[src/rtl/easyaxi_slv_wr_ctrl.sv]
// AXI write-channel slave: one outstanding burst into a small local word store.
// AW -> W beats -> B, with burst address generation and SLVERR detection.
module easyaxi_slv_wr_ctrl #(
  parameter  int MEM_DEPTH   = 16,
  localparam int AXI_ID_W    = 4,
  localparam int AXI_ADDR_W  = 32,
  localparam int AXI_LEN_W   = 8,
  localparam int AXI_SIZE_W  = 3,
  localparam int AXI_BURST_W = 2,
  localparam int AXI_RESP_W  = 2,
  localparam int AXI_DATA_W  = 64,
  localparam int AXI_USER_W  = 4,
  localparam int IDX_W       = $clog2(MEM_DEPTH)
) (
  input  logic                    clk,
  input  logic                    rst_n,
  input  logic                    axi_slv_awvalid,
  output logic                    axi_slv_awready,
  input  logic [AXI_ID_W-1:0]     axi_slv_awid,
  input  logic [AXI_ADDR_W-1:0]   axi_slv_awaddr,
  input  logic [AXI_LEN_W-1:0]    axi_slv_awlen,
  input  logic [AXI_SIZE_W-1:0]   axi_slv_awsize,
  input  logic [AXI_BURST_W-1:0]  axi_slv_awburst,
  input  logic [AXI_USER_W-1:0]   axi_slv_awuser,
  input  logic                    axi_slv_wvalid,
  output logic                    axi_slv_wready,
  input  logic [AXI_DATA_W-1:0]   axi_slv_wdata,
  input  logic [AXI_DATA_W/8-1:0] axi_slv_wstrb,
  input  logic                    axi_slv_wlast,
  input  logic [AXI_USER_W-1:0]   axi_slv_wuser,
  output logic                    axi_slv_bvalid,
  input  logic                    axi_slv_bready,
  output logic [AXI_ID_W-1:0]     axi_slv_bid,
  output logic [AXI_RESP_W-1:0]   axi_slv_bresp,
  output logic [AXI_USER_W-1:0]   axi_slv_buser,
  input  logic [IDX_W-1:0]        dbg_idx,
  output logic [AXI_DATA_W-1:0]   dbg_data
);

  localparam logic [AXI_ADDR_W-1:0] MEM_BYTES = AXI_ADDR_W'(MEM_DEPTH * 8);
  localparam logic [AXI_BURST_W-1:0] BURST_FIXED = 2'd0;
  localparam logic [AXI_BURST_W-1:0] BURST_WRAP  = 2'd2;
  localparam logic [AXI_BURST_W-1:0] BURST_RSVD  = 2'd3;

  typedef enum logic [1:0] {S_IDLE, S_DATA, S_RESP} state_t;
  state_t state, state_nxt;

  logic [AXI_ID_W-1:0]    aw_id_q;
  logic [AXI_LEN_W-1:0]   aw_len_q;
  logic [AXI_SIZE_W-1:0]  aw_size_q;
  logic [AXI_BURST_W-1:0] aw_burst_q;
  logic [AXI_USER_W-1:0]  aw_user_q;
  logic [AXI_ADDR_W-1:0]  beat_addr_q;
  logic [AXI_LEN_W:0]     beat_cnt_q;   // one extra bit so awlen=255 never wraps
  logic                   err_q;

  logic [AXI_DATA_W-1:0]  mem [MEM_DEPTH];

  logic aw_hs, w_hs, last_beat, aw_err, beat_err, wr_en, wrap_len_ok;
  logic [AXI_ADDR_W-1:0] addr_inc, wrap_bytes, wrap_mask, addr_nxt;
  logic [IDX_W-1:0]      widx;
  logic                  unused_wuser;

  assign unused_wuser = ^axi_slv_wuser;

  assign aw_hs = axi_slv_awvalid & axi_slv_awready;
  assign w_hs  = axi_slv_wvalid  & axi_slv_wready;

  assign last_beat = (beat_cnt_q == {1'b0, aw_len_q});

  assign wrap_len_ok = (axi_slv_awlen == 8'd1) || (axi_slv_awlen == 8'd3) ||
                       (axi_slv_awlen == 8'd7) || (axi_slv_awlen == 8'd15);

  assign aw_err = (axi_slv_awburst == BURST_RSVD) ||
                  (axi_slv_awsize > 3'd3) ||
                  ((axi_slv_awburst == BURST_WRAP) && !wrap_len_ok) ||
                  (axi_slv_awaddr >= MEM_BYTES);

  assign beat_err = (beat_addr_q >= MEM_BYTES) || (axi_slv_wlast != last_beat);
  assign wr_en    = w_hs && !err_q && !beat_err;
  assign widx     = beat_addr_q[3 +: IDX_W];

  // WRAP window is (awlen+1) << awsize bytes; legal lengths make it a power of two
  assign wrap_bytes = {{(AXI_ADDR_W-AXI_LEN_W-1){1'b0}}, ({1'b0, aw_len_q} + 9'd1)} << aw_size_q;
  assign wrap_mask  = wrap_bytes - 1'b1;
  assign addr_inc   = beat_addr_q + (AXI_ADDR_W'(1) << aw_size_q);

  always_comb begin
    addr_nxt = addr_inc;
    if (aw_burst_q == BURST_FIXED)
      addr_nxt = beat_addr_q;
    else if (aw_burst_q == BURST_WRAP)
      addr_nxt = (beat_addr_q & ~wrap_mask) | (addr_inc & wrap_mask);
  end

  always_ff @(posedge clk) begin
    if (!rst_n) state <= S_IDLE;
    else        state <= state_nxt;
  end

  always_comb begin
    state_nxt       = state;
    axi_slv_awready = 1'b0;
    axi_slv_wready  = 1'b0;
    axi_slv_bvalid  = 1'b0;
    case (state)
      S_IDLE: begin
        // held low while reset is asserted
        axi_slv_awready = rst_n;
        if (axi_slv_awvalid && rst_n) state_nxt = S_DATA;
      end
      S_DATA: begin
        axi_slv_wready = 1'b1;
        if (axi_slv_wvalid && last_beat) state_nxt = S_RESP;
      end
      S_RESP: begin
        axi_slv_bvalid = 1'b1;
        if (axi_slv_bready) state_nxt = S_IDLE;
      end
      default: state_nxt = S_IDLE;
    endcase
  end

  always_ff @(posedge clk) begin
    if (!rst_n) begin
      aw_id_q     <= '0;
      aw_len_q    <= '0;
      aw_size_q   <= '0;
      aw_burst_q  <= '0;
      aw_user_q   <= '0;
      beat_addr_q <= '0;
      beat_cnt_q  <= '0;
      err_q       <= 1'b0;
    end else if (aw_hs) begin
      aw_id_q     <= axi_slv_awid;
      aw_len_q    <= axi_slv_awlen;
      aw_size_q   <= axi_slv_awsize;
      aw_burst_q  <= axi_slv_awburst;
      aw_user_q   <= axi_slv_awuser;
      beat_addr_q <= axi_slv_awaddr;
      beat_cnt_q  <= '0;
      err_q       <= aw_err;
    end else if (w_hs) begin
      beat_addr_q <= addr_nxt;
      beat_cnt_q  <= beat_cnt_q + 1'b1;
      err_q       <= err_q | beat_err;
    end
  end

  always_ff @(posedge clk) begin
    if (!rst_n) begin
      for (int i = 0; i < MEM_DEPTH; i++) mem[i] <= '0;
    end else if (wr_en) begin
      for (int b = 0; b < AXI_DATA_W/8; b++)
        if (axi_slv_wstrb[b]) mem[widx][b*8 +: 8] <= axi_slv_wdata[b*8 +: 8];
    end
  end

  assign axi_slv_bid   = aw_id_q;
  assign axi_slv_buser = aw_user_q;
  assign axi_slv_bresp = err_q ? 2'b10 : 2'b00;
  assign dbg_data      = mem[dbg_idx];

endmodule

[config.mk]
export PLATFORM = sky130hd
export DESIGN_NAME = easyaxi_slv_wr_ctrl
export DESIGN_NICKNAME = d
export VERILOG_FILES = /design/src/rtl/easyaxi_slv_wr_ctrl.sv
export SDC_FILE = /design/constraint.sdc
export NUM_CORES = 2
export LEC_CHECK = 0
export ABC_AREA = 0
export CAP_MARGIN = 15
export CORE_MARGIN = 2
export CORE_UTILIZATION = 37
export CTS_BUF_LIST = sky130_fd_sc_hd__clkbuf_16
export DETAILED_ROUTE_END_ITERATION = 8
export SYNTH_ARGS = -nofsm -noshare
export SYNTH_HDL_FRONTEND = slang
export SYNTH_SLANG_ARGS = --single-unit
[constraint.sdc]
create_clock -name clk -period 10.15 [get_ports clk]
set_input_delay 2.03 -clock clk [delete_from_list [all_inputs] [get_ports clk]]
set_output_delay 2.03 -clock clk [all_outputs]
set_load 0.03 [all_outputs]
# [Word level (Yosys, flattened, before mapping)]
# Memory sizes are Yosys's and may differ from the RTL's.
# Cells that the tools add are included.
[classes] n_addsub=4 n_shift=2 n_eq_ne=15 order_cmp=3 n_bitwise=8 n_reduce_logical=22 n_mux=50
[ops] op="32-bit 2-to-1 mux" count=4
[ops] op="32-bit bitwise AND" count=2
[ops] op="32-bit by 8-bit >= comparator with 1-bit output (second input constant)" count=2
[ops] op="64-bit 2-to-1 mux" count=1
[ops] op="64-bit OR reduction" count=1
[ops] op="1-bit 2-to-1 mux" count=38
[ops] op="32-bit adder" count=1
[ops] op="32-bit inverter" count=1
[ops] op="32-bit bitwise OR" count=1
[ops] op="1-bit by 3-bit << shifter with 32-bit output (first input constant)" count=1
[ops] op="9-bit by 3-bit << shifter with 32-bit output" count=1
[ops] op="32-bit by 1-bit subtractor with 32-bit output (second input constant)" count=1
[ops] op="8-bit by 1-bit adder with 9-bit output (second input constant)" count=1
[ops] op="9-bit by 1-bit adder with 9-bit output (second input constant)" count=1
[ops] op="9-bit by 8-bit equality test with 1-bit output" count=1
[ops] op="2-bit equality test (second input constant)" count=4
[ops] op="8-bit by 1-bit equality test with 1-bit output (second input constant)" count=1
[ops] op="8-bit by 2-bit equality test with 1-bit output (second input constant)" count=1
[ops] op="8-bit by 3-bit equality test with 1-bit output (second input constant)" count=1
[ops] op="8-bit by 4-bit equality test with 1-bit output (second input constant)" count=1
[ops] op="2-bit 2-to-1 mux" count=4
[ops] op="8-bit 2-to-1 mux" count=1
[ops] op="2-bit != test (second input constant)" count=4
[ops] op="1-bit logical OR" count=7
[ops] op="15 further kinds" count=23
[word_totals] memories=1 inputBits=139 ram_bits=1024 regBits=65 word_cells=114 output_inout_bits=77
[mem_list] memory="mem" depth=16 word_bits=64 read_ports=1 rd_clocked_by_memory_dff=0 wr=16 line="57" rtl="logic [AXI_DATA_W-1:0] mem [MEM_DEPTH];"

# [Longest topological paths before layout]
[depth] depth_word=10 ltp_mapped=18 depth_no_buf=14

# [Least setup slack after synthesis]
# No wires, ideal clock.
[synth_path] path_kind="input-to-output" start="in dbg_idx[0]" end="out dbg_data[23]" n_path_buf=3 path_stages=5 required_ns=8.120 setup_slack_ns=3.825 arrival_ns=4.295 path_cell_list="clkbuf_1 buf_1 buf_1 mux4_2 mux4_2"
[synth_via] elab_chain_cells=1
[synth_rtl] element="from (decl)" line="36" rtl="input logic [IDX_W-1:0] dbg_idx,"
[synth_rtl] element="memory 16 x 64 bit"
[synth_rtl] element="to (decl)" line="37" rtl="output logic [AXI_DATA_W-1:0] dbg_data"
# No other way between the ends.

# [Worst setup path after layout]
[layout_path] start="in dbg_idx[0]" end="out dbg_data[48]"
# Same word-level chain as after synthesis.

==> key figures <==
Global routing
  – Maximum number of pins on one net before global-route repair: slightly above 100
  – Tot GR Track Use: 0.186
  – Number of antenna violations at the first check in global routing: 2
  – Global-route wire length before repair: ~190000 um
  – Vias in the first global route: approximately 30000
  – Grt total ovfl: 0

Place
  – Placed cell count: around 5300
  – Final weighted congestion in routability-driven placement: ~0.8
  – Port buffer count: 210
  – DP Wirelength: a little over 80000 um

Flow run
  – # Max-Cap Violations: 0

Route
  – Number of vias per cell after detailed routing: 5.35
  – Mean routed wirelength per cell: roughly 23 um
  – Post-route ant nets: 0
  – Violation count after the first detailed-route iteration: between 2000 and 3000
  – Remaining routing DRC violations: 0
  – Via Count: roughly 30000
  – Initial DRT Pass Iterations: 5
  – Overall routed net length: around 130000 um

Timing
  – RSZ-0062 raised after global routing: false
  – Worst clock skew: about 0.048 ns
  – Final Hold Vio Count: 0
  – Timing-limited maximum frequency: about 140 MHz
  – Number of pins with negative max-slew slack in the final report: 0
  – Count of final setup violators: 0
  – Pin slew with the least headroom to its limit: around 1.1 ns
  – Min Tclk post-route: just over 7 ns
  – Sum of negative setup slack: 0 ns
  – Worst slew margin: 0.236
  – Ratio of final minimum period to clock period: 0.706

Logic synthesis
  – Number of standard cells after synthesis: 3530
  – Yosys cell types: 77
  – EDFF count, synth: just over 1000
  – Total of warnings raised by yosys: 0
  – Part of the Yosys area used for sequential elements: 0.657
  – Library cell with the highest instance count after synthesis: nor2_1
  – Commonest cells in the netlist: 1084 x nor2_1, 1024 x edfxtp_1, 320 x mux4_2
  – Share of flip-flops with an asynchronous set or reset after synthesis: 0
  – Top-area cell type share of the netlist area: 0.630
  – Syn Nets: 3682
  – Most used DFF post-synth: edfxtp_1
  – Mapped Avg Cell Area: roughly 14 um2
  – Syn Std Cell Area: about 0.049 mm2
  – Top post-synthesis cells by area: edfxtp_1 63%, mux4_2 15%, nor2_1 8.3%
  – Number of flip-flops and latches in the synthesized netlist: between 1000 and 1500
  – Biggest area consumer among synthesized cells: edfxtp_1

Critical path
  – CP max FO: 70
  – Arrival time reported for the critical path endpoint: between 5 and 6 ns
  – Flop-to-flop setup slack: around 5.7 ns
  – Kind of end point of the critical path: primary output
  – Startpoint class of the critical path: input port
  – Data required time of the critical path: 8.12 ns
  – Critical path class: in -> out

Floorplanning
  – Initial Utilization: 0.372
  – Cell row count: ~130
  – Chip Height: approximately 370 um
  – Chip width: ~370 um
  – Core area: around 0.13 mm2
  – I/O pins: around 220
  – Floorplan die area: between 0.1 and 0.15 mm2

Layout
  – Final cell count without fillers: 5527
  – Synth-to-Final Area Change: 15.9%
  – Inserted Diodes: 0
  – Layout cells sized above 1: 0.174
  – Total number of nets in the final design: approximately 3800

Clock tree
  – Resized Gates After CTS: 0
  – Total clock sinks: about 1100
  – CTS root buffer: clkbuf_16
  – Post-CTS setup buffer count: 0
  – Number of buffers between clock root and the deepest sink: 3
  – Number of hold buffers added after CTS: 0
  – Clock input transition at the sequential cells of the worst setup and hold paths: ~0.060 ns
  – Number of buffers inserted during clock tree synthesis: 114
  – Clock tree from TritonCTS: done
  – H-tree depth reported by CTS: 3
  – Clock network latency to the later pin of the worst-skew pair: 0.74 ns

Pwr
  – Power Density: about 170 mW/mm2
  – Leakage power of the design: about 18 nW
  – Maximum resistive drop on vdd: about 0.13 mV
  – Total power: just under 10 mW

Hold path
  – Type of the tightest min-delay check: reg -> reg

Status
  – Outcome: completed
kinds of logic after synthesis:
kind of cell,Yosys count,share of synthesized area
AND/OR/NAND/NOR,1389,0.115
flip-flops,1089,0.657
AO/OA/AOI/OAI,312,0.0384
other,1,0.0000768
adder cells (fa/ha/maj),13,0.00349
buffers and inverters,350,0.0279
multiplexers,331,0.150
XOR/XNOR,45,0.00808
where the power goes:
| part | total, mW | leakage, nW | internal [mW] | switching [mW] |
|---|---|---|---|---|
| registers | 5.11 | 11.1 | 5.05 | 0.0584 |
| logic | 0.903 | 5.56 | 0.374 | 0.529 |
| clock network | 3.86 | 1.77 | 2.12 | 1.74 |
path summary, 6_finish.rpt:
check | startpoint | end | depth (start not counted)
worst max-delay path | dbg_idx[0] | dbg_data[48] | 5
worst min-delay path | axi_slv_bid[1]$_SDFFE_PN0P_ | axi_slv_bid[1]$_SDFFE_PN0P_ | 2
worst max register to register | aw_len_q[0]$_SDFFE_PN0P_ | mem[11][61]$_SDFFCE_PN0P_ | 9
worst min register to register | axi_slv_bid[1]$_SDFFE_PN0P_ | axi_slv_bid[1]$_SDFFE_PN0P_ | 2
per-layer routing:
metal  track usage  up-vias  share of wire
li1              -    13321              -
met1         0.242    15149           0.41
met2         0.320      923           0.50
met3        0.0329      164          0.067
met4        0.0548        0          0.025
met5             0        -              0
cells in the final DEF, fill, tap and decap left out, types with 9 or more instances in the layout:
master              n
dfxtp_1            65
o21ai_1            24
nor2_1           1083
nor2b_1            10
xor2_1             17
clkinv_1           45
buf_4             149
edfxtp_1         1024
o21ai_0           154
clkbuf_16         117
nand2_4             9
nand3_1            18
ha_1               12
a211oi_1           17
clkdlybuf4s50_1   205
nor4_1             16
or3_1              11
nor3_1             15
o21a_1              9
and2_1             16
clkinv_2           12
nand4_1            13
inv_1              42
mux4_2            320
xnor2_1            28
a21oi_1            46
a31oi_1            10
nand2_1           153
per-stage QoR:
stage | instance area (um2) | hold WS (ns) | util | setup slack [ns]
finish | 56600 | 0.454 | 0.432 | 2.98
global route | 56600 | 0.474 | 0.432 | 2.80
CTS | 56600 | 0.458 | 0.431 | 2.94
detailed placement | 53200 | 0.451 | 0.405 | 2.94
global placement | 53200 | 0.454 | 0.405 | 2.90
floorplan | 48800 | 0.453 | - | 3.82
critical path, cell delays in order:
cell	delay, ns
buf_8	0.65
buf_4	0.49
mux4_2	0.60
mux4_2	0.61
clkdlybuf4s50_1	0.64
registers in the layout, summed over array words and instances, names as in the netlist, named ones only:
name           count
aw_len_q           8
beat_cnt_q         9
mem             1024
state              2
err_q              1
axi_slv_buser      4
aw_burst_q         2
axi_slv_bid        4
aw_size_q          3
area by class of cell:
| class | instances | area, um2 |
|---|---|---|
| Inverter | 17 | 63.8 |
| Sequential cell | 1089 | 32100 |
| Clock buffer | 117 | 2930 |
| Tap cell | 1755 | 2200 |
| Multi-Input combinational cell | 2091 | 15500 |
| Fill cell | 11896 | 74500 |
| Timing Repair Buffer | 364 | 3320 |
| Clock inverter | 94 | 484 |
(Power assumes the default switching activity.)
